### config.mk
export PLATFORM = sky130hd
export DESIGN_NAME = dpram_be
export DESIGN_NICKNAME = d
export VERILOG_FILES = /design/src/rtl/dpram_be.sv
export SDC_FILE = /design/constraint.sdc
export NUM_CORES = 1
export LEC_CHECK = 0
export CAP_MARGIN = 20
export CORE_MARGIN = 3
export CORE_UTILIZATION = 35
export CTS_CLUSTER_SIZE = 40
export DETAILED_ROUTE_END_ITERATION = 6
export HOLD_SLACK_MARGIN = 0.1
export PLACE_DENSITY = 0.63
export SETUP_SLACK_MARGIN = 0.1
export SYNTH_ARGS = -nofsm -noshare
export SYNTH_HDL_FRONTEND = slang
export SYNTH_SLANG_ARGS = --single-unit
### constraint.sdc
create_clock -name clk -period 9.7 [get_ports clk]
set_clock_uncertainty 0.15 [all_clocks]
set_input_delay 1.94 -clock clk [delete_from_list [all_inputs] [get_ports clk]]
set_output_delay 1.94 -clock clk [all_outputs]
set_load 0.01 [all_outputs]
### src/rtl/dpram_be.sv
// Byte-lane dual-port RAM (one write, one read port) with a sequential clear engine.
// Read data after RD_LATENCY cycles at full rate, no backpressure; accesses are dropped while clearing.
module dpram_be #(
  parameter int DATA_W        = 16,
  parameter int ADDR_W        = 4,
  parameter int RD_LATENCY    = 1,
  parameter int BYPASS        = 1,
  parameter int INIT_ON_RESET = 1
) (
  input  logic                  clk,
  input  logic                  reset,
  input  logic                  clr_req,
  output logic                  init_busy,
  input  logic                  wr_en,
  input  logic [ADDR_W-1:0]     wr_addr,
  input  logic [DATA_W/8-1:0]   wr_be,
  input  logic [DATA_W-1:0]     data_in,
  input  logic                  rd_en,
  input  logic [ADDR_W-1:0]     rd_addr,
  output logic [DATA_W-1:0]     data_out,
  output logic                  rd_valid,
  output logic                  rd_collision
);

  localparam int DEPTH = 1 << ADDR_W;
  localparam int NB    = DATA_W / 8;

  typedef enum logic {IDLE, CLEAR} state_t;

  state_t              state;
  logic [ADDR_W-1:0]   cnt;
  logic [DATA_W-1:0]   mem [DEPTH];

  logic                idle;
  logic                wr_fire;
  logic                rd_fire;
  logic                hit;
  logic [DATA_W-1:0]   be_mask;
  logic [DATA_W-1:0]   rd_word;
  logic [DATA_W-1:0]   merged;
  logic [DATA_W-1:0]   rd_result;

  logic                pre_vld;
  logic                pre_col;
  logic [DATA_W-1:0]   pre_dat;

  assign idle      = (state == IDLE);
  assign init_busy = (state == CLEAR);

  // Clear sweep: one word per cycle, cnt wraps back to 0 on the final word.
  always_ff @(posedge clk) begin
    if (reset) begin
      state <= (INIT_ON_RESET != 0) ? CLEAR : IDLE;
      cnt   <= '0;
    end else begin
      case (state)
        IDLE: begin
          if (clr_req) begin
            state <= CLEAR;
            cnt   <= '0;
          end
        end
        CLEAR: begin
          if (cnt == '1) begin
            state <= IDLE;
          end
          cnt <= cnt + 1'b1;
        end
        default: begin
          state <= IDLE;
          cnt   <= '0;
        end
      endcase
    end
  end

  assign wr_fire = !reset && idle && wr_en;
  assign rd_fire = !reset && idle && rd_en;

  always_comb begin
    be_mask = '0;
    for (int b = 0; b < NB; b++) begin
      be_mask[8*b +: 8] = {8{wr_be[b]}};
    end
  end

  // A write with no lanes enabled changes nothing, so it is not a collision.
  assign hit       = wr_fire && (wr_addr == rd_addr) && (|wr_be);
  assign rd_word   = mem[rd_addr];
  assign merged    = (rd_word & ~be_mask) | (data_in & be_mask);
  assign rd_result = ((BYPASS != 0) && hit) ? merged : rd_word;

  always_ff @(posedge clk) begin
    if (!reset) begin
      if (state == CLEAR) begin
        mem[cnt] <= '0;
      end else if (wr_en) begin
        for (int b = 0; b < NB; b++) begin
          if (wr_be[b]) begin
            mem[wr_addr][8*b +: 8] <= data_in[8*b +: 8];
          end
        end
      end
    end
  end

  generate
    if (RD_LATENCY == 2) begin : g_lat2
      logic                s1_vld;
      logic                s1_col;
      logic [DATA_W-1:0]   s1_dat;

      always_ff @(posedge clk) begin
        if (reset) begin
          s1_vld <= 1'b0;
          s1_col <= 1'b0;
          s1_dat <= '0;
        end else begin
          s1_vld <= rd_fire;
          s1_col <= rd_fire && hit;
          if (rd_fire) begin
            s1_dat <= rd_result;
          end
        end
      end

      assign pre_vld = s1_vld;
      assign pre_col = s1_col;
      assign pre_dat = s1_dat;
    end else begin : g_lat1
      assign pre_vld = rd_fire;
      assign pre_col = rd_fire && hit;
      assign pre_dat = rd_result;
    end
  endgenerate

  // Output stage; data_out only moves on a valid result so it holds between reads.
  always_ff @(posedge clk) begin
    if (reset) begin
      data_out     <= '0;
      rd_valid     <= 1'b0;
      rd_collision <= 1'b0;
    end else begin
      rd_valid     <= pre_vld;
      rd_collision <= pre_col;
      if (pre_vld) begin
        data_out <= pre_dat;
      end
    end
  end

endmodule

==> metrics.yaml <==
status:
  status: "finished, final reports clean"
critical_path:
  reg2reg_from: "init_busy"
  r2r_slack_ns: 5.82
  r2r_end: "mem[2][12]"
  critPathKind: "input port to flop"
  cp.required_ns: 9.69
  cp-start-kind: "input port"
  crit_fanout: 25
  reg2reg_depth: 5
  arrival_ns: 5.42
  endpoint_kind: "flop"
power:
  power_density_nw_per_um2: 199
  p_leak_nw: 3.86
  vdd_drop_max_mv: 0.0911
clock_tree:
  clk_pin_slew_ns: 0.06
  post-cts-setup-buffers: 0
  cts_tree: "done"
  hold_buffers: 0
  insertion_delay_ns: 0.53
  clock_sinks: 279
  clockBufferDepth: 3
  h-tree-depth: 1
  cts_inserted_buffers: 28
  root_buffer: "clkbuf_16"
  cts_resized: 0
synthesis:
  synth.avg_cell_area_sq_um: 19.3
  muxShareOfSynthArea_pct: 13.9
  seq_area_frac_synth_pct: 73.8
  synth_area_leaders: "edfxtp_1 70%, mux4_2 13%, dfxtp_1 4.2%, a22oi_1 2.2%, and2_1 2.0%"
  synth_cells: 571
  synth_commonest_cells: "256 x edfxtp_1, 64 x mux4_2, 35 x and2_1"
  synth_cell_type_count: 33
  synth_compound_area_share_pct: 4.32
  synth_top_family_by_area: "multiplexers"
  mappedNetlistArea_sq_um: 11000
  synth_edf_count: 256
  synth_top_area_cell: "edfxtp_1"
  synthAdderAreaFrac_pct: 0.113
  synth_async_sr_flop_share_pct: 0
  synth_xor_area_share_pct: 0.317
  synth-main-ff-cell: "edfxtp_1"
  netlist.area_leader.share_pct: 69.7
  yosys_warnings: 0
  ys_seq_elements: 279
  syn_nets: 603
  yosys.area_share.simple_pct: 5.93
  synthMostInstantiatedCell: "edfxtp_1"
die:
  rows: 64
  core_sq_um: 30800
  die_h_microns: 184
  io_pins: 50
  die_w_microns: 184
  dieArea_sq_um: 33700
  start_util_pct: 35.8
sta:
  hold_viol: 0
  rsz0062_at_grt: "false"
  max_freq_ghz: 0.184
  fin_crit_sh_pct: 55.9
  fin_crit_ns: 5.43
  max-slew-margin-rel_pct: 26.0
  finalWorstSetupSlack_ns: 4.27
  setup_viol: 0
  finalSetupTns_ns: 0
  finalMaxSlewViolations: 0
  worst_slew_pin_slew_ns: 1.08
routing:
  drt_iter0_markers: 532
  met1_length_mm: 11.0
  firstDrtPassIters: 4
  wl_per_cell_microns: 25.0
  viasPerCell: 5.61
  vias: 5963
  top_layer: "met4"
  drc: 0
  wl_mm: 26.6
  dr_wl_met3_mm: 2.31
  drtAntennaViolNets: 0
  wl_met2_mm: 12.7
global_route:
  grt_max_degree: 66
  antenna_found_initial: 0
  grt_pass1_vias: 5969
  grt_remaining_overflow: 0
  grt_pass1_wl_mm: 39.3
  grtUsageTotal_pct: 15.6
finish:
  syn2layout_area_growth_pct: 18.1
  finalNetCount: 677
  drive_gt1_share_pct: 22.2
  antenna_cells: 0
min_path:
  hp-start: "data_out[0]"
  min_to: "data_out[0]"
  hold_path_depth: 2
  hold_path.class: "flop to flop"
place:
  place_congestion: 0.850
  dp_hpwl_mm: 17.2
  pre_cts_ws_ns: 3.63
  port_buffers: 49
run:
  drv_cap: 0
[how the worst max path moves through the flow]
stage | startpoint | to
after floorplan | reset | mem[11][0]
after global placement | reset | mem[6][10]
after detailed placement | reset | mem[4][15]
after CTS | reset | mem[6][8]
after global routing | reset | mem[4][7]
final | reset | mem[2][12]
[report_power, final]
part | switching [W] | total (W) | leakage (nW) | internal, W
clock | 0.000449 | 0.00115 | 0.492 | 0.000706
sequential | 0.00000771 | 0.00132 | 2.23 | 0.00131
combinational | 0.0000655 | 0.000118 | 1.14 | 0.0000520
[layer usage]
layer | global-route usage (%) | vias to the layer above
met3 | 3.74 | 41
met5 | 0 | -
met2 | 24.7 | 313
met1 | 21.5 | 3101
li1 | - | 2508
met4 | 4.84 | 0
[critical path, stage by stage]
cell	delay [ns]
clkdlybuf4s50_1	0.56
nor3b_1	0.34
o21a_1	0.90
mux2i_1	0.52
buf_4	0.31
nor3_1	0.84
[layout make-up]
class                   count  area (sq um)
well taps                 396           495
fillers                  2624         17800
clock inverters            21           269
flip-flops and latches    279          8150
clock buffers              31           733
multi-input cells         258          2710
inverters                   2          7.51
repair buffers             76           672
[metrics by stage]
step	instance area, sq um	instances	total power, W	utilization [%]	hold slack, ns
4_1_cts	12900	1042	0.00261	41.8	0.413
5_1_grt	13000	1063	0.00267	42.3	0.448
3_5_place_dp	11900	990	0.00146	38.6	0.382
3_3_place_gp	11900	989	0.00145	38.5	0.392
2_1_floorplan	11000	571	0.00141	-	0.378
6_report	13000	1063	0.00259	42.3	0.414
[registers in the layout (all words and copies together), names as in the netlist]
register	count
init_busy	1
rd_valid	1
mem	256
rd_collision	1
cnt	4
data_out	16
[logic make-up (layout without fill, tap and decap cells)]
logic type / Yosys count / in the layout
adder cells (fa/ha/maj): 1 / 1
multiplexers: 73 / 73
buffers and inverters: 34 / 130
XOR/XNOR: 4 / 4
AO/OA/AOI/OAI: 60 / 60
flip-flops: 279 / 279
AND/OR/NAND/NOR: 120 / 120
[placed cells by master (no fill, tap or decap), drive strengths merged, types with 3 or more instances in the layout]
cell type      netlist  layout
xnor2                4       4
nor3                32      32
mux2i                7       7
or2                  3       3
clkbuf              17      43
edfxtp             256     256
buf                 15      17
a221o               16      16
nor2                 7       7
and2                35      35
dfxtp               23      23
mux4                64      64
a21oi                7       7
clkdlybuf4s50        0      47
nor2b               11      11
a22oi               32      32
nand2               22      22
inv                  2       3
clkinv               0      12
nor3b                4       4
bufinv               0       6
Note: power is estimated with default switching activity, not from simulation.
